## src/rtl/lsu_dmem_master.sv

```systemverilog
// lsu_dmem_master: load/store unit driving a 64-bit big-endian doubleword data memory
module lsu_dmem_master #(
    parameter int MEM_BYTES = 256
) (
    input  logic        clk,
    input  logic        rst_n,
    input  logic        req_valid,
    output logic        req_ready,
    input  logic        req_we,
    input  logic [2:0]  req_funct3,
    input  logic [63:0] req_addr,
    input  logic [63:0] req_wdata,
    output logic        resp_valid,
    output logic [63:0] resp_rdata,
    output logic        resp_err,
    output logic        mem_rd,
    output logic        mem_wr,
    output logic [63:0] mem_addr,
    output logic [63:0] mem_wdata,
    input  logic [63:0] mem_rdata
);
    typedef enum logic [1:0] {IDLE, RD, WR, RESP} state_t;
    state_t      state_q, state_d;
    logic        we_q, we_d, err_q, err_d;
    logic [2:0]  f3_q, f3_d, o_q, o_d;
    logic [63:0] base_q, base_d, wdata_q, wdata_d, rdata_q, rdata_d;
    logic        accept, req_err;
    logic [3:0]  req_bytes;
    logic [64:0] req_end;
    logic [63:0] req_base;
    logic [6:0]  nbits, sa;
    logic [5:0]  ob;
    logic [63:0] sh, ext, mask, ins, merged;
    logic signed [63:0] ext_s;

    // Classify the incoming request: size, legality, bounds (65-bit so it cannot wrap) and window base
    always_comb begin
        req_bytes = 4'd1 << req_funct3[1:0];
        req_end   = {1'b0, req_addr} + {61'd0, req_bytes} - 65'd1;
        req_err   = (req_we ? req_funct3[2] : (req_funct3 == 3'b111)) || (req_end > 65'(MEM_BYTES - 1));
        req_base  = (req_addr > 64'(MEM_BYTES - 8)) ? 64'(MEM_BYTES - 8) : req_addr;
        accept    = req_valid && req_ready;
    end

    // Field extraction and store merge inside the big-endian window; field sits at bits [63-8o -: 8s]
    always_comb begin
        nbits  = 7'd8 << f3_q[1:0];
        sa     = 7'd64 - nbits;
        ob     = {o_q, 3'b000};
        sh     = mem_rdata << ob;
        ext_s  = $signed(sh) >>> sa;
        ext    = f3_q[2] ? (sh >> sa) : ext_s;
        mask   = ({64{1'b1}} << sa) >> ob;
        ins    = (wdata_q << sa) >> ob;
        merged = (mem_rdata & ~mask) | (ins & mask);
    end

    // State register
    always_ff @(posedge clk) begin
        if (!rst_n) state_q <= IDLE;
        else        state_q <= state_d;
    end

    // Next-state: errors go straight to RESP, SD skips the read, everything else reads first
    always_comb begin
        state_d = (state_q == IDLE) ? (!accept ? IDLE :
                                       req_err ? RESP :
                                       (req_we && req_funct3[1:0] == 2'b11) ? WR : RD) :
                  (state_q == RD)   ? (we_q ? WR : RESP) :
                  (state_q == WR)   ? RESP : IDLE;
    end

    // Outputs decode from state; data outputs are zero outside the cycles that use them
    always_comb begin
        req_ready  = rst_n && (state_q == IDLE);
        mem_rd     = (state_q == RD);
        mem_wr     = (state_q == WR);
        mem_addr   = (mem_rd || mem_wr) ? base_q : 64'd0;
        mem_wdata  = mem_wr ? wdata_q : 64'd0;
        resp_valid = (state_q == RESP);
        resp_rdata = resp_valid ? rdata_q : 64'd0;
        resp_err   = resp_valid && err_q;
    end

    // Datapath next-state: capture request on accept, then the read result or merged doubleword in RD
    always_comb begin
        we_d    = we_q;
        f3_d    = f3_q;
        base_d  = base_q;
        o_d     = o_q;
        wdata_d = wdata_q;
        rdata_d = rdata_q;
        err_d   = err_q;
        if (accept) begin
            we_d    = req_we;
            f3_d    = req_funct3;
            base_d  = req_base;
            o_d     = req_addr[2:0] - req_base[2:0];
            wdata_d = req_wdata;
            rdata_d = 64'd0;
            err_d   = req_err;
        end
        if (state_q == RD) begin
            wdata_d = we_q ? merged : wdata_q;
            rdata_d = we_q ? rdata_q : ext;
        end
    end

    // Datapath registers
    always_ff @(posedge clk) begin
        if (!rst_n) begin
            we_q    <= 1'b0;
            f3_q    <= 3'd0;
            base_q  <= 64'd0;
            o_q     <= 3'd0;
            wdata_q <= 64'd0;
            rdata_q <= 64'd0;
            err_q   <= 1'b0;
        end else begin
            we_q    <= we_d;
            f3_q    <= f3_d;
            base_q  <= base_d;
            o_q     <= o_d;
            wdata_q <= wdata_d;
            rdata_q <= rdata_d;
            err_q   <= err_d;
        end
    end
endmodule

```

## config.mk

```make
export PLATFORM = sky130hd
export DESIGN_NAME = lsu_dmem_master
export DESIGN_NICKNAME = d
export VERILOG_FILES = /design/src/rtl/lsu_dmem_master.sv
export SDC_FILE = /design/constraint.sdc
export NUM_CORES = 1
export LEC_CHECK = 0
export CAP_MARGIN = 20
export CORE_AREA = 5 5 274 276
export DETAILED_ROUTE_END_ITERATION = 10
export DIE_AREA = 0 0 279 281
export HOLD_SLACK_MARGIN = 0.03
export PLACE_DENSITY = 0.56
export RECOVER_POWER = 50
export SLEW_MARGIN = 20
export SYNTH_ARGS = -nofsm -noshare
export SYNTH_HDL_FRONTEND = slang
export SYNTH_SLANG_ARGS = --single-unit
export TNS_END_PERCENT = 1
```

## constraint.sdc

```tcl
create_clock -name clk -period 11.6 [get_ports clk]
set_input_delay 2.32 -clock clk [delete_from_list [all_inputs] [get_ports clk]]
set_output_delay 2.32 -clock clk [all_outputs]
set_load 0.005 [all_outputs]
```

Yosys cells after proc, flatten, opt, wreduce, memory -nomap -nowiden

Index checks and enable logic that the tools add are counted.

Register bits: 202
Word-level logic and storage cells: 63
Output and inout port bits: 197
Input bits: 199

Bitwise operators: 4
$lt $le $gt $ge: 2
Shifts and indexed selects: 9
Reduce and logical (&&, ||, !) cells: 10
Equal/unequal tests: 7
Muxes and demuxes: 19
Add/subtract/negate cells: 4

Operators with widths:

| cell                  | number |
|---|---|
| $mux 64               | 11 |
| $and 64x64->64        | 2 |
| $shr 64x6->64         | 2 |
| $add 64x4->65         | 1 |
| $gt 65x8->1 const B   | 1 |
| $sub 65x1->65 const B | 1 |
| $gt 64x8->1 const B   | 1 |
| $not 64->64           | 1 |
| $or 64x64->64         | 1 |
| $shl 64x6->64         | 1 |
| $shl 64x7->64         | 1 |
| $shl 64x7->64 const A | 1 |
| $shr 64x7->64         | 1 |
| $sshr 64x7->64        | 1 |
| $mux 2                | 6 |
| $shl 4x2->7 const A   | 1 |
| $sub 7x7->7 const A   | 1 |
| $eq 2x2->1 const B    | 3 |
| $logic_and 1x1->1     | 4 |
| $reduce_and 2->1      | 2 |
| $shl 1x2->4 const A   | 1 |
| $eq 3x3->1 const B    | 1 |
| $sub 3x3->3           | 1 |
| $eq 2x1->1 const B    | 1 |
| 6 further kinds       | 8 |

Longest topological paths before layout

Gate-level depths: netlist (run 1).

Depth in word-level cells: 9
Depth in mapped cells: 18

Least setup slack after synthesis (run 1)

OpenSTA, ideal clock, no wires.

Kind: input to register
Start: input port req_funct3[0]
End: register state_q[0]
Path buffers: 0
Arrival: 5.744 ns
Library setup time: 0.115 ns
Cell stages on the path: 18
Setup slack: 5.741 ns
Cells stage by stage: or2_2 > ha_1 > inv_1 > ha_1 > inv_1 > fa_1 > nand2b_1 > a21oi_1 > o21ai_0 > a211o_1 > a21oi_1 > nand4_1 > or3_1 > or4_1 > nor4_1 > and4b_1 > a21oi_1 > o21a_1

Longest elaborated chain between the ends: 8
Elaborated cells between the ends (all ways): 13

RTL lines:

| element                  | line | text |
|---|---|---|
| start: declaration       | 10   | `input logic [2:0] req_funct3,` |
| $shl 1x2->4              | 38   | `req_bytes = 4'd1 << req_funct3[1:0];` |
| $add 64x4->65            | 39   | `req_end = {1'b0, req_addr} + {61'd0, req_bytes} - 65'd1;` |
| $sub 65x1->65            | 39   |  |
| $gt 65x8->1              | 40   | `req_err = (req_we ? req_funct3[2] : (req_funct3 == 3'b111)) \|\| (req_end > 65'(MEM_BYTES - 1));` |
| $logic_or 1x1->1         | 40   |  |
| $mux 2 (*)               | 67   | `req_err ? RESP :` |
| $mux 2 (*) (2 in series) | 66   | `state_d = (state_q == IDLE) ? (!accept ? IDLE :` |
| end signal: assignment   | 61   | `else state_q <= state_d;` |
| end: declaration         | 23   | `state_t state_q, state_d;` |

Every way passes the cells marked *; elsewhere a longest branch is shown, timed or not.
A chain may end at the register's enable or synchronous reset.

Worst setup path in the final report (run 1)

Start: input port rst_n
End: register wdata_q[8]

Longest elaborated chain between the ends: 4

RTL lines:

| element                            | line | text |
|---|---|---|
| start: declaration                 | 6    | `input logic rst_n,` |
| $logic_and 1x1->1                  | 75   | `req_ready = rst_n && (state_q == IDLE);` |
| $logic_and 1x1->1                  | 42   | `accept = req_valid && req_ready;` |
| $reduce_bool 2->1 (no source line) | n/a  |  |
| $reduce_and 2->1 (no source line)  | n/a  |  |
| end signal: assignment             | 124  | `wdata_q <= wdata_d;` |
| end: declaration                   | 26   | `logic [63:0] base_q, base_d, wdata_q, wdata_d, rdata_q, rdata_d;` |

Several ways; a longest one is shown, not always the timed one.

==> results of run 1 <==
[layer usage]
metal	vias up	routed length [um]
li1	10880	-
met1	11280	42480
met2	1100	49750
met3	190	8178
met4	4	4539
met5	-	29
[area by class of cell]
type,instances,area (um^2),area share (%)
clock buffers,37,774.5,2.957
repair buffers,424,4154,15.86
flip-flops and latches,202,4058,15.49
well taps,959,1200,4.581
diodes,1,2.502,0.009553
inverters,131,491.7,1.877
clock inverters,12,125.1,0.4777
multi-input cells,2376,15390,58.75
[worst reg2reg max path: stages, from the launching register on]
cell and delay [ps]:
dfxtp_1 330, inv_1 80, ha_1 1850, nand2b_1 100
buf_4 360, o21ai_4 100, clkbuf_1 2250, a211oi_1 190
a21oi_1 260, nor2b_1 80
[through the flow]
stage | area, um^2 | cells
floorplan | 20680 | 2915
global placement | 25330 | 4092
detailed placement | 25330 | 4092
CTS | 26230 | 4141
global route | 26190 | 4141
finish | 26190 | 4142
[registers in the layout, indices dropped and copies added (netlist names)]
name	count
wdata_q	64
f3_q	3
we_q	1
err_q	1
rdata_q	64
state_q	2
o_q	3
base_q	64
[cells in the mapped netlist (all sizes together), types with 43 or more instances]
library cell / instances
o21ai: 202
and2: 235
a21oi: 251
a22oi: 43
nor2b: 73
mux2i: 96
nand2: 377
ha: 110
a21boi: 115
o211ai: 47
dfxtp: 202
nor2: 164
buf: 49
mux2: 68
clkbuf: 157
inv: 130
nand3: 119
[where the power goes]
| part | internal (mW) | total (mW) | switching [mW] |
|---|---|---|---|
| Sequential | 0.733 | 0.790 | 0.0571 |
| Clock | 0.493 | 0.866 | 0.373 |
| Combinational | 0.354 | 0.985 | 0.631 |
[layout by cell type (no fill, tap or decap), types with 109 or more instances in the layout]
master,instances
dfxtp_1,197
a21oi_1,248
nor2_1,161
inv_1,127
a21boi_0,115
clkdlybuf4s50_1,363
nand3_1,119
nand2_1,374
and2_1,153
o21ai_0,193
ha_1,109
[how the worst min path moves through the flow]
stage / from / end / depth (start not counted)
2_1_floorplan: we_q / we_q / 2
3_3_place_gp: we_q / we_q / 2
3_5_place_dp: base_q[22] / base_q[22] / 2
4_1_cts: base_q[56] / base_q[56] / 2
5_1_grt: base_q[10] / base_q[10] / 2
6_report: base_q[56] / base_q[56] / 2
[cell families (layout without fill, tap and decap cells)]
kind of cell               after synthesis  in the layout  synth area share, %
adders and majority gates              111            111                6.753
buffers and inverters                  337            604                6.190
muxes                                  180            180                10.09
DFF                                    202            202                19.56
AOI/OAI and AO/OA                      919            919                28.91
and+or+nand+nor                       1146           1146                27.67
other                                    1              2              0.01814
xor gates and xnor gates                19             19               0.8048
==> out/results.ini, run 1 <==
[sta]
setup_ws_ps=3484
hold_viol_final=0
period_share_pct=69.96
fin_hold_ws_ps=454.4
clock_skew_ps=21.26
maxSlewHeadroom_pct=-140.2
worstMarginPinSlew_ps=3602
drv_slew=483
fin_tns_setup_ps=0
period_minus_slack_ps=8116
setup_violations=0
clock.fmax_ghz=0.1232
rsz0062_at_grt=false

[logic_synthesis]
yosys_warnings=0
syn-cell-area_um2=20680
syn-mean-instance-area_um2=7.093
synthCells=2915
yosys.area.top_type=dfxtp_1
synthDistinctLibCells=94
syn_nets=3225
async_flop_share_pct=0
synth_area_leaders=dfxtp_1, and2_1, nand2_1
synth_seq_cells=202
synth_edf_count=0
synth_top_area_share_pct=19.56
synthFlopType=dfxtp_1
seq_area_frac_synth_pct=19.56

[detailed_routing]
num_vias=23450
viasPerCell=5.662
drt_iter0_markers=2719
route.final.wire_length_um=105000
wire_per_inst_um=25.34
drc_errors=0
drt-pass1-iter-count=5
detail-route-antenna-nets=0

[pwr]
pwr_density_cell_nw_per_um2=100.8
leakagePower_nw=9.747
irDropWorstVdd_mv=0.1680
power.total_mw=2.641

[clocking]
post_cts_resized=0
clkSinkCount=202
clk_latency_ps=610
cts_buffers=28
htree_levels=1
clk_pin_slew_worst_paths_ps=60
cts-root-buf=clkbuf_16
hold_buffers=0
cts_tree=yes
post_cts_buffers=0
clockBufferDepth=3

[job]
cap_violations=8

[critical_path]
crit_path_end=wdata_q[8]
cp.required_ps=12130
path_buf_inv=2
r2r_cells=9
end_kind=register
slowest_delay_ps=2180
r2r_slack_ps=5870
reg2reg_from=state_q[1]
crit_type=in2reg
start_kind=primary input
critical_path.slowest_cell=clkbuf_1
cp_top_family=buffers and inverters
cp.depth=7
critPathLaunch=rst_n
crit_arrival_ps=8640
r2r_end=wdata_q[8]
cpMostUsedCell=clkbuf_1
cp_cell_sequence=clkbuf_1, and3_1, o21ai_4, clkbuf_1, a211oi_1, a21oi_1, nor2b_1
crit_fanout=68

[global_routing]
busiest_layer=met2
first_global_vias=22160
grt_pass1_wl_um=150400
antenna_found_initial=6
met3_usage_pct=3.589
grtUsageMet2_pct=43.24
grt_overflow=0
grt_start_max_net_pins=84
grt.met1_usage_pct=32.10
grt_usage_pct=25.09

[die]
die_x_um=279
die_h_um=281
coreArea_um2=72340
die-area_um2=78400
start_util_pct=28.58
pin_count=396
rows=99

[hold_path]
hold_class=reg2reg

[outcome]
violations=max-capacitance violations, max-slew violations
status=complete, but fails checks

[placed_design]
portBuffers=395
place.gp.congestion=1.042
dpl.hpwl_um=81930
place_ws_ps=4444

[final_layout]
area_delta_synth_final_pct=26.68
finalNetCount=3473
fillers=7787
finish.utilization_pct=36.21
drive_above_1_share_pct=6.474

No activity file was read; power rests on OpenSTA's default activity.
==> run 2: changes to the inputs <==
==> constraint.sdc (replaced) <==
create_clock -name clk -period 8.3 [get_ports clk]
set_input_delay 1.66 -clock clk [delete_from_list [all_inputs] [get_ports clk]]
set_output_delay 1.66 -clock clk [all_outputs]
set_load 0.005 [all_outputs]
==> out/results.ini, run 2 (same netlist as run 1, synthesis figures left out) <==
[outcome]
status=complete, but fails checks
violations=max-capacitance violations, max-slew violations

[critical_path]
slowest_delay_ps=1790
cp_cell_sequence=clkbuf_1, and3_1, o21ai_4, clkbuf_1, a211oi_1, a21oi_1, nor2b_1
cpMostUsedCell=clkbuf_1
cp_top_family=buffers and inverters
end_kind=register
r2r_slack_ps=2260
crit_arrival_ps=7200
critical_path.slowest_cell=clkbuf_1
start_kind=primary input
cp.required_ps=8790
crit_fanout=67
path_buf_inv=2
crit_type=in2reg

[pwr]
pwr-share-comb_pct=36.7
pwr-share-clk_pct=33.3
power_switching_share_pct=38.80
p_sw_mw=1.442
leakagePower_nw=9.693
internal_power_mw=2.274
irDropWorstVdd_mv=0.1792
pwr-share-seq_pct=30.0
pwr_density_cell_nw_per_um2=141.9

[sta]
fin_tns_setup_ps=0
maxSlewHeadroom_pct=-110.7
drv_slew=429
clock.fmax_ghz=0.1490
period_share_pct=80.86
rsz0062_at_grt=false
fin_hold_ws_ps=456.8
setup_ws_ps=1588
period_minus_slack_ps=6712
worstMarginPinSlew_ps=3161
clock_skew_ps=22.35
hold_viol_final=0
setup_violations=0

[detailed_routing]
viasPerCell=5.632
drt_iter0_markers=2361
detail-route-antenna-nets=0
dr_wl_met2_um=50050
drt-pass1-iter-count=6
wl_met3_um=7972
maxUsedRoutingLayer=met5
num_vias=23300
wire_per_inst_um=25.47
drc_errors=0
wl_met1_um=42640
route.final.wire_length_um=105400

[clocking]
clkSinkCount=202
clk_latency_ps=570
post_cts_resized=0
clk_pin_slew_worst_paths_ps=60
cts_tree=yes
hold_buffers=0
post_cts_buffers=0
cts_buffers=27
htree_levels=1
clockBufferDepth=3
cts-root-buf=clkbuf_16

[hold_path]
hold_class=reg2reg

[final_layout]
drive_above_1_share_pct=6.295
finalNetCount=3470
largest_registers=base_q: 64 flops, rdata_q: 64 flops, wdata_q: 64 flops
final_cell_mix=clkdlybuf4s50_1, nand2_1, a21oi_1
layout_commonest_cell=clkdlybuf4s50_1
area_delta_synth_final_pct=26.68

[global_routing]
grt_start_max_net_pins=89
antenna_found_initial=3
first_global_vias=22050
grt_pass1_wl_um=150600
grt_usage_pct=25.09
grt_overflow=0

[die]
die_h_um=281
pin_count=396
die_x_um=279
die-area_um2=78400
start_util_pct=28.58
coreArea_um2=72340
rows=99

[placed_design]
place_ws_ps=1792
place.gp.congestion=1.034
dpl.hpwl_um=82190
portBuffers=395

[job]
cap_violations=7

## run 2: metrics by stage
stage | util (%) | cells | power, mW | area, um^2
after floorplan | - | 2915 | 1.903 | 20680
after global placement | 34.99 | 4090 | 2.475 | 25310
after detailed placement | 35.00 | 4090 | 2.462 | 25320
after CTS | 36.26 | 4136 | 3.723 | 26230
after global routing | 36.21 | 4136 | 3.879 | 26190
final | 36.21 | 4137 | 3.716 | 26190
## run 2: final timing paths
kind | startpoint | end | cells after the start
hold / removal | base_q[15] | base_q[15] | 2
hold reg to reg | base_q[15] | base_q[15] | 2
setup / recovery | rst_n | wdata_q[8] | 7
setup reg to reg | state_q[1] | wdata_q[8] | 9
## run 2: cell type report
cell class | count | area (um^2)
Multi-Input combinational cell | 2376 | 15390
Sequential cell | 202 | 4058
Antenna cell | 1 | 2.502
Fill cell | 7813 | 46150
Clock buffer | 37 | 754.5
Inverter | 131 | 491.7
Clock inverter | 9 | 158.9
Timing Repair Buffer | 422 | 4136
Tap cell | 959 | 1200
## run 2: power groups by stage
stage	clock network (mW)	logic, mW	registers, mW
6_report	1.24	1.36	1.12
5_1_grt	1.31	1.45	1.12
2_1_floorplan	0	0.832	1.07
4_1_cts	1.28	1.34	1.11
3_3_place_gp	0	1.34	1.13
3_5_place_dp	0	1.33	1.13
## run 2: per-layer routing
metal	GRT usage (%)	vias up
met1	31.96	11080
met4	9.078	2
li1	-	10860
met3	3.464	210
met5	0	-
met2	43.44	1151
## run 2: worst register-to-register path, delay by kind of cell, from the launching register on
family | cells | cell delay (ps)
simple gates | 2 | 160
fa+ha+maj | 1 | 2180
buf+inv | 3 | 2700
compound gates | 3 | 540
flops | 1 | 330
